File: config.mk
export PLATFORM = sky130hd
export DESIGN_NAME = uart_rx_fifo
export DESIGN_NICKNAME = d
export VERILOG_FILES = /design/src/rtl/uart_rx_fifo.sv
export SDC_FILE = /design/constraint.sdc
export NUM_CORES = 1
export LEC_CHECK = 0
export CORE_UTILIZATION = 61
export DETAILED_ROUTE_END_ITERATION = 7
export PLACE_DENSITY = 0.79
export REMOVE_ABC_BUFFERS = 1
export SYNTH_ARGS = -nofsm -noshare
export SYNTH_HDL_FRONTEND = slang
export SYNTH_SLANG_ARGS = --single-unit
export TNS_END_PERCENT = 30
File: constraint.sdc
create_clock -name clk -period 4.3 [get_ports clk]
set_input_delay 0.43 -clock clk [delete_from_list [all_inputs] [get_ports clk]]
set_output_delay 0.43 -clock clk [all_outputs]
set_load 0.01 [all_outputs]
File: src/rtl/uart_rx_fifo.sv
// Oversampled UART receiver with 3-sample majority voting, feeding a first-word-fall-through
// FIFO that carries per-word parity/framing flags; also reports line breaks and FIFO overruns.
module uart_rx_fifo #(
    parameter int CLOCK_FREQ = 50_000_000,
    parameter int BAUD       = 115200,
    parameter int DATA_BITS  = 8,
    parameter int PARITY     = 0,
    parameter int STOP_BITS  = 1,
    parameter int OVERSAMPLE = 16,
    parameter int FIFO_DEPTH = 16
) (
    input  logic                        clk,
    input  logic                        rst,
    input  logic                        rx,
    output logic [DATA_BITS-1:0]        m_data,
    output logic                        m_parity_err,
    output logic                        m_frame_err,
    output logic                        m_valid,
    input  logic                        m_ready,
    output logic [$clog2(FIFO_DEPTH):0] fifo_count,
    output logic                        overrun,
    output logic                        break_det,
    output logic                        busy
);
    localparam int TICK_DIV = CLOCK_FREQ / (BAUD * OVERSAMPLE);
    localparam int DIV_W    = (TICK_DIV > 1) ? $clog2(TICK_DIV) : 1;
    localparam int SMP_W    = $clog2(OVERSAMPLE);
    localparam int AW       = $clog2(FIFO_DEPTH);
    localparam int CW       = AW + 1;
    localparam int WW       = DATA_BITS + 2;

    localparam logic [DIV_W-1:0] DIV_LAST = DIV_W'(TICK_DIV - 1);
    localparam logic [SMP_W-1:0] SMP_A    = SMP_W'(OVERSAMPLE / 2 - 1);
    localparam logic [SMP_W-1:0] SMP_B    = SMP_W'(OVERSAMPLE / 2);
    localparam logic [SMP_W-1:0] SMP_DEC  = SMP_W'(OVERSAMPLE / 2 + 1);
    localparam logic [SMP_W-1:0] SMP_END  = SMP_W'(OVERSAMPLE - 1);
    localparam logic [CW-1:0]    DEPTH_L  = CW'(FIFO_DEPTH);

    if (TICK_DIV < 2) begin : g_bad_tick
        $error("uart_rx_fifo: CLOCK_FREQ/(BAUD*OVERSAMPLE) must be at least 2");
    end
    if (DATA_BITS < 5 || DATA_BITS > 9 || PARITY < 0 || PARITY > 2 || STOP_BITS < 1 ||
        STOP_BITS > 2 || OVERSAMPLE < 8 || (OVERSAMPLE % 2) != 0 || FIFO_DEPTH < 2 ||
        (FIFO_DEPTH & (FIFO_DEPTH - 1)) != 0) begin : g_bad_param
        $error("uart_rx_fifo: parameter out of range");
    end

    typedef enum logic [2:0] {S_IDLE, S_START, S_DATA, S_PARITY, S_STOP, S_BREAK} state_t;

    // Sync flops reset high so a reset release never looks like a start edge.
    logic rx_m, rx_s;
    always_ff @(posedge clk or posedge rst) begin
        if (rst) begin
            rx_m <= 1'b1;
            rx_s <= 1'b1;
        end else begin
            rx_m <= rx;
            rx_s <= rx_m;
        end
    end

    logic [DIV_W-1:0] div_cnt;
    logic             tick;
    always_ff @(posedge clk or posedge rst) begin
        if (rst) begin
            div_cnt <= '0;
            tick    <= 1'b0;
        end else if (div_cnt == DIV_LAST) begin
            div_cnt <= '0;
            tick    <= 1'b1;
        end else begin
            div_cnt <= div_cnt + 1'b1;
            tick    <= 1'b0;
        end
    end

    state_t               state;
    logic [SMP_W-1:0]     smp_cnt;
    logic [3:0]           bit_cnt;
    logic                 smp_a, smp_b, par_bit, parity_err, frame_err;
    logic [DATA_BITS-1:0] shreg;
    logic                 vote, decide, bit_end, par_exp, is_break, last_stop, push;
    logic [WW-1:0]        push_word;

    assign vote      = (smp_a & smp_b) | (smp_a & rx_s) | (smp_b & rx_s);
    assign decide    = tick && smp_cnt == SMP_DEC;
    assign bit_end   = tick && smp_cnt == SMP_END;
    assign par_exp   = (PARITY == 1) ? ~^shreg : ^shreg;
    assign is_break  = bit_cnt == 4'd0 && !vote && shreg == '0 && (PARITY == 0 || !par_bit);
    assign last_stop = state == S_STOP && bit_cnt == 4'(STOP_BITS - 1);
    // Push lands on the same edge the FSM returns to IDLE so the next start edge is never missed.
    assign push      = decide && last_stop && !is_break;
    assign push_word = {frame_err | !vote, parity_err, shreg};

    always_ff @(posedge clk or posedge rst) begin
        if (rst) begin
            state      <= S_IDLE;
            smp_cnt    <= '0;
            bit_cnt    <= '0;
            smp_a      <= 1'b1;
            smp_b      <= 1'b1;
            shreg      <= '0;
            par_bit    <= 1'b0;
            parity_err <= 1'b0;
            frame_err  <= 1'b0;
            break_det  <= 1'b0;
            busy       <= 1'b0;
        end else begin
            break_det <= 1'b0;
            if (tick && state != S_IDLE) begin
                smp_cnt <= (smp_cnt == SMP_END) ? '0 : smp_cnt + 1'b1;
                if (smp_cnt == SMP_A) smp_a <= rx_s;
                if (smp_cnt == SMP_B) smp_b <= rx_s;
            end
            case (state)
                S_IDLE: if (tick && !rx_s) begin
                    state      <= S_START;
                    smp_cnt    <= '0;
                    parity_err <= 1'b0;
                    frame_err  <= 1'b0;
                    busy       <= 1'b1;
                end
                S_START: if (decide && vote) begin
                    state <= S_IDLE;
                    busy  <= 1'b0;
                end else if (bit_end) begin
                    state   <= S_DATA;
                    bit_cnt <= '0;
                end
                S_DATA: begin
                    if (decide) shreg <= {vote, shreg[DATA_BITS-1:1]};
                    if (bit_end) begin
                        bit_cnt <= bit_cnt + 1'b1;
                        if (bit_cnt == 4'(DATA_BITS - 1)) begin
                            state   <= (PARITY != 0) ? S_PARITY : S_STOP;
                            bit_cnt <= '0;
                        end
                    end
                end
                S_PARITY: begin
                    if (decide) begin
                        par_bit    <= vote;
                        parity_err <= vote != par_exp;
                    end
                    if (bit_end) state <= S_STOP;
                end
                S_STOP: begin
                    if (decide) begin
                        if (is_break) begin
                            state     <= S_BREAK;
                            break_det <= 1'b1;
                        end else if (last_stop) begin
                            state <= S_IDLE;
                            busy  <= 1'b0;
                        end else begin
                            frame_err <= frame_err | !vote;
                        end
                    end else if (bit_end) begin
                        bit_cnt <= bit_cnt + 1'b1;
                    end
                end
                S_BREAK: if (tick && rx_s) begin
                    state <= S_IDLE;
                    busy  <= 1'b0;
                end
                default: state <= S_IDLE;
            endcase
        end
    end

    logic [WW-1:0] mem [FIFO_DEPTH];
    logic [AW:0]   wr_ptr, rd_ptr;
    logic [WW-1:0] head;
    logic          full, pop, do_push;

    assign fifo_count   = wr_ptr - rd_ptr;
    assign m_valid      = wr_ptr != rd_ptr;
    assign full         = fifo_count == DEPTH_L;
    assign pop          = m_valid && m_ready;
    assign do_push      = push && (!full || pop);
    assign head         = mem[rd_ptr[AW-1:0]];
    // Head is masked when empty so stale RAM contents never reach the consumer.
    assign m_data       = m_valid ? head[DATA_BITS-1:0] : '0;
    assign m_parity_err = m_valid & head[DATA_BITS];
    assign m_frame_err  = m_valid & head[DATA_BITS+1];

    always_ff @(posedge clk) begin
        if (do_push) mem[wr_ptr[AW-1:0]] <= push_word;
    end

    always_ff @(posedge clk or posedge rst) begin
        if (rst) begin
            wr_ptr  <= '0;
            rd_ptr  <= '0;
            overrun <= 1'b0;
        end else begin
            if (do_push) wr_ptr <= wr_ptr + 1'b1;
            if (pop) rd_ptr <= rd_ptr + 1'b1;
            overrun <= push && full && !pop;
        end
    end
endmodule

==> impl_results.md, run 1 <==
* Outcome: finished, final reports clean
* Lkg Pwr at 3.72 nW
* Global-route wire length before repair at 28.5 mm
* Max-Cap Viols at 0
* Via density at 6.41
* Post-Route WL at 18.3 mm
* FMAX at 0.254 GHz
* Pwr/cell area at 518 nW/um^2
* Clock Skews at 0.0116 ns
* Worst Path Max Fanout at 13
* Synth top area share at 54.6%
* Max-slew headroom at 37.0%
* Synth-to-Final Area Change at 11.5%
* Layout cells sized above 1 at 16.4%
* Data arrival, critical path at 3.51 ns
* Io pins at 23
* Crit share post-route at 91.6%
* # fillers at 890
* Post-CTS sizing at 0
* Seq cells post-synth at 204
* Router iterations before antenna repair at 5
* Buf+Inv Stages, Crit Path at 2
* Synth cell types at 58
* DRC at 0
* # port buffers at 22
* CP Class: register to output pin
* Routed Antenna Nets at 0
* Clk sinks at 204
* Largest net degree at the start of global routing at 45
* CP top delay family: buffers and inverters
* Synthesized area per cell at 15.9 sq um
* Hold-fix buffers, CTS at 0
* Dominant cells by area after synthesis: edfxtp_1 55%, dfrtp_1 11%, mux4_2 10%
* Vias in the first global route at 4962
* H-tree lvl count at 1
* Routed length per instance at 23.7 microns
* Chip Height at 122 microns
* CTS tree: yes
* CTS Buf Count at 21
* Crit path time final at 3.94 ns
* Slowest-stage cell, CP: dfrtp_1
* Crit start category: register
* Initial Utilization at 63.0%
* Clk buf depth at 3
* Synthesized area at 8810 sq um
* Core area at 14000 sq um
* Post-synth ARST share at 21.6%
* Crit path required time at 3.87 ns
* GRT Resource Usage Total at 26.2%
* Worst setup EP type: output pin
* Synth warn at 0
* Crit-path cells: inv_1, ha_1, nand4_1, nor2_1, a211oi_1, clkdlybuf4s50_1
* Diode count at 0
* RSZ-0062 raised after global routing: no
* First-iteration detailed-routing DRC count at 576
* Crit-path max cell delay at 0.75 ns
* GPL Wtd Cong at 0.913
* Synth Instances at 553
* Post-CTS Setup Bufs at 0
* Die Wd at 122 microns
* Most frequent cell after synthesis: edfxtp_1
* Dpl hpwl at 11.9 mm
* Fin. max-slew vios at 0
* Initial antenna violation count at 0
* Sequential share of the synthesized area at 67.1%
* Root buf cell: clkbuf_16
* Biggest area consumer among synthesized cells: edfxtp_1
* Least-Margin Pin Slew at 0.944 ns
* Clk slew on worst S/H paths at 0.06 ns
* Fin. Hold Viols at 0
* Peak VDD IR at 443 uV
* Nets at 603
* Full die area at 14900 sq um
* Via count at 4949
* Top cells by count, synth: 160 x edfxtp_1, 49 x nand2_1, 40 x dfrtp_1, 40 x mux4_2, 24 x inv_1
* Dominant synthesized flop cell: edfxtp_1
* Post-synth EDFFs at 160
* FP Rows at 43
* Final Core Density at 70.2%
* TNS Setup at 0 ns
* Setup-failing EPs final at 0
* Worst skew pair latency at 0.48 ns
* Worst hold-check path type: register to register
* GR Overflow Total at 0
[flip-flops by register name, summed over array words and instances, names as in the netlist, 3 cells and up]
register	cells
mem	160
shreg	8
div_cnt	5
rd_ptr	5
wr_ptr	5
bit_cnt	4
smp_cnt	4
state	3
[final timing paths]
kind	startpoint	to	slack [ns]	cells after the start
worst max-delay path	rd_ptr[1]	m_data[3]	0.36	6
worst min-delay path	rx_m	rx_s	0.36	0
worst max register to register	rd_ptr[1]	mem[8][3]	0.52	7
worst min register to register	rx_m	rx_s	0.36	0
max in group asynchronous	rst	rd_ptr[0]	3.16	2
min in group asynchronous	rst	shreg[7]	0.50	2
[through the flow]
stage                     hold WS, ns  setup slack, ns  total power, mW  cells  area, sq um
after detailed placement        0.353            0.627             3.43    735         9190
after CTS                       0.353            0.374             5.09    772         9820
final                           0.359            0.362             5.08    772         9820
after floorplan                 0.345            0.349             3.01    526         8690
after global placement          0.347            0.810             3.40    735         9190
after global routing            0.356            0.196             5.26    772         9820
[worst register-to-register path, cell delays in order (launching register included)]
cell and delay [ns]:
dfrtp_1 0.75, inv_1 0.35, ha_1 0.39, and3b_1 0.18
o21ai_0 0.35, a2111oi_4 0.18, a21oi_2 0.62, and3_1 0.60
[layout by cell type, fill, tap and decap left out, drive strengths merged, types with 15 or more instances in the layout]
master | netlist | final
clkdlybuf4s50 | 0 | 22
a211oi | 15 | 15
nand2 | 49 | 49
and3 | 24 | 24
o21ai | 16 | 16
ha | 20 | 20
edfxtp | 160 | 160
clkbuf | 16 | 26
nor2 | 18 | 18
dfrtp | 40 | 40
mux4 | 40 | 40
inv | 24 | 24
[layer usage]
metal / up-vias / wire length, microns / track usage (%)
met3: 36 / 1250 / 3.37
met1: 2529 / 7750 / 39.1
met4: 0 / 411 / 6.55
met5: - / 0 / 0
met2: 219 / 8910 / 41.6
li1: 2165 / - / -
[power by group]
group	leakage (nW)	switching, mW	internal [mW]
logic	1.09	0.641	0.539
registers	2.32	0.0937	2.14
clock network	0.306	0.697	0.972
[cell type report]
cell class | instances | area, sq um | area share (%)
Inverter | 24 | 90.1 | 0.917
Clock buffer | 26 | 554 | 5.64
Multi-Input combinational cell | 298 | 2690 | 27.4
Sequential cell | 204 | 5910 | 60.2
Clock inverter | 11 | 78.8 | 0.803
Tap cell | 180 | 225 | 2.29
Timing Repair Buffer | 29 | 273 | 2.78
[cells by family after synthesis]
group	count (synthesis)	share of synthesized area, %
xor gates and xnor gates	20	1.99
buffers and inverters	51	2.39
muxes	56	12.2
AOI/OAI and AO/OA	61	4.87
DFF	204	67.1
adders and majority gates	22	3.18
and+or+nand+nor	139	8.30
No activity file was read; power rests on OpenSTA's default activity.
==> run 2: changes to the inputs <==
--- a/config.mk
+++ b/config.mk
@@ -5,9 +5,8 @@
 export SDC_FILE = /design/constraint.sdc
 export NUM_CORES = 1
 export LEC_CHECK = 0
-export CORE_UTILIZATION = 61
+export CORE_UTILIZATION = 41
 export DETAILED_ROUTE_END_ITERATION = 7
-export PLACE_DENSITY = 0.79
 export REMOVE_ABC_BUFFERS = 1
 export SYNTH_ARGS = -nofsm -noshare
 export SYNTH_HDL_FRONTEND = slang
==> impl_results.md, run 2 (synthesis gave the netlist of run 1 again) <==
* Outcome: finished, final reports clean
* Max-slew headroom at 35.2%
* TNS Setup at 0 ns
* Crit start category: register
* Post-CTS Setup Bufs at 0
* Setup-failing EPs final at 0
* Clk slew on worst S/H paths at 0.06 ns
* Launch point of the worst path: rd_ptr[3]
* Placed Cells at 833
* FMAX at 0.265 GHz
* Pre-CTS setup slack at 0.768 ns
* Core area at 21000 sq um
* Crit path time final at 3.78 ns
* Crit path required time at 3.87 ns
* Dpl hpwl at 12.5 mm
* Reg-to-reg endpoint: mem[8][3]
* R2r startpoint: rd_ptr[1]
* Worst hold-check path type: input port to register
* H-tree lvl count at 1
* DRC at 0
* CTS tree: yes
* RSZ-0062 raised after global routing: no
* Total power at 5.39 mW
* Crit share post-route at 87.8%
* Least-Margin Pin Slew at 0.970 ns
* Vias in the first global route at 4848
* Fin. Hold Viols at 0
* Routed Antenna Nets at 0
* CP Class: register to output pin
* Fin. max-slew vios at 0
* Global-route wire length before repair at 28.6 mm
* GPL Wtd Cong at 0.986
* Slowest-stage cell, CP: dfrtp_1
* Router iterations before antenna repair at 5
* Final Core Density at 48.1%
* Post-Route WL at 18.7 mm
* Data arrival, critical path at 3.35 ns
* Lkg Pwr at 3.80 nW
* GR Overflow Total at 0
* Chip Height at 149 microns
* CP top delay family: buffers and inverters
* Register area at 5910 sq um
* Synth-to-Final Area Change at 14.7%
* CTS Buf Count at 22
* Diode count at 0
* Largest register FFs at 160
* Peak VDD IR at 308 uV
* Largest net degree at the start of global routing at 45
* Worst skew pair latency at 0.50 ns
* Clock Skews at 0.0186 ns
* Routed length per instance at 21.5 microns
* First-iteration detailed-routing DRC count at 413
* Crit-path cells: inv_1, ha_1, nand4_1, nor2_1, a211oi_1, clkdlybuf4s50_1
* Die Wd at 149 microns
* Finished Cell Area at 10100 sq um
* Initial Utilization at 41.9%
* Crit-path max cell delay at 0.66 ns
* Layout cells sized above 1 at 18.3%
* Multi-input gate area at 2690 sq um
* Placement-stage cell area at 9330 sq um
* Worst setup EP type: output pin
* Via count at 4826
* FP Rows at 53
* Worst R2R Path Depth at 7
* Most common cell after layout, fill and taps aside: edfxtp_1
* Full die area at 22100 sq um
* Io pins at 23
* Pwr/cell area at 533 nW/um^2
* Via density at 5.53
* Initial antenna violation count at 0
* Post-CTS sizing at 0
* Clk sinks at 204
* Worst setup path end: m_parity_err
* Commonest non-fill, non-tap cells in the layout: 160 x edfxtp_1, 49 x nand2_1, 40 x mux4_2
* # fillers at 1735
* WHS at 0.341 ns
* Flop-to-flop setup slack at 0.71 ns
* Max-Cap Viols at 0
* Root buf cell: clkbuf_16
* Fin cells at 872
* Clk buf depth at 3
* Nets at 607
* Final WS setup at 0.524 ns
* GRT Resource Usage Total at 17.6%
* Worst path depth at 6
* Buf+Inv Stages, Crit Path at 2
* Worst Path Max Fanout at 13
* # port buffers at 22
* Hold-fix buffers, CTS at 0
==> run 2: cell count changes in the layout (fill, tap and decap cells not counted), sizes merged <==
cell	previous run	this run
clkinv	9	5
buf	7	10
bufinv	1	4
inv	24	27
clkbuf	26	25
clkinvlp	1	2
==> run 2: layout make-up <==
type,count,area share [%]
Clock buffer,25,5.77
Sequential cell,204,58.5
Inverter,24,0.892
Clock inverter,14,1.92
Timing Repair Buffer,32,2.92
Tap cell,275,3.41
Multi-Input combinational cell,298,26.6
==> run 2: worst min-delay path by stage <==
| stage | cells after the start | slack [ns] | startpoint | to |
|---|---|---|---|---|
| finish | 1 | 0.34 | rx | rx_m |
| global route | 1 | 0.35 | rx | rx_m |
| CTS | 1 | 0.33 | rx | rx_m |
| detailed placement | 0 | 0.35 | rx_m | rx_s |
| global placement | 0 | 0.35 | rx_m | rx_s |
| floorplan | 0 | 0.35 | rx_m | rx_s |
==> run 2: worst register-to-register path, cell delays in order (launching register included) <==
cell and delay, ns:
dfrtp_1 0.64, inv_1 0.30, ha_1 0.37, and3b_1 0.19
o21ai_0 0.34, a2111oi_4 0.17, a21oi_2 0.63, and3_1 0.59
==> run 2: where the power goes <==
part	internal (mW)	total [mW]	leakage (nW)	switching, mW
logic	0.538	1.18	1.11	0.639
clock network	1.23	1.99	0.376	0.760
registers	2.14	2.23	2.32	0.0875
total	3.90	5.39	3.80	1.49
==> run 2: layer usage <==
metal	vias up	share of wire, %	GRT usage (%)
met2	171	48	27.9
met3	36	6.9	2.88
met5	-	0	0
met4	0	2.7	5.98
li1	2181	-	-
met1	2438	43	24.6
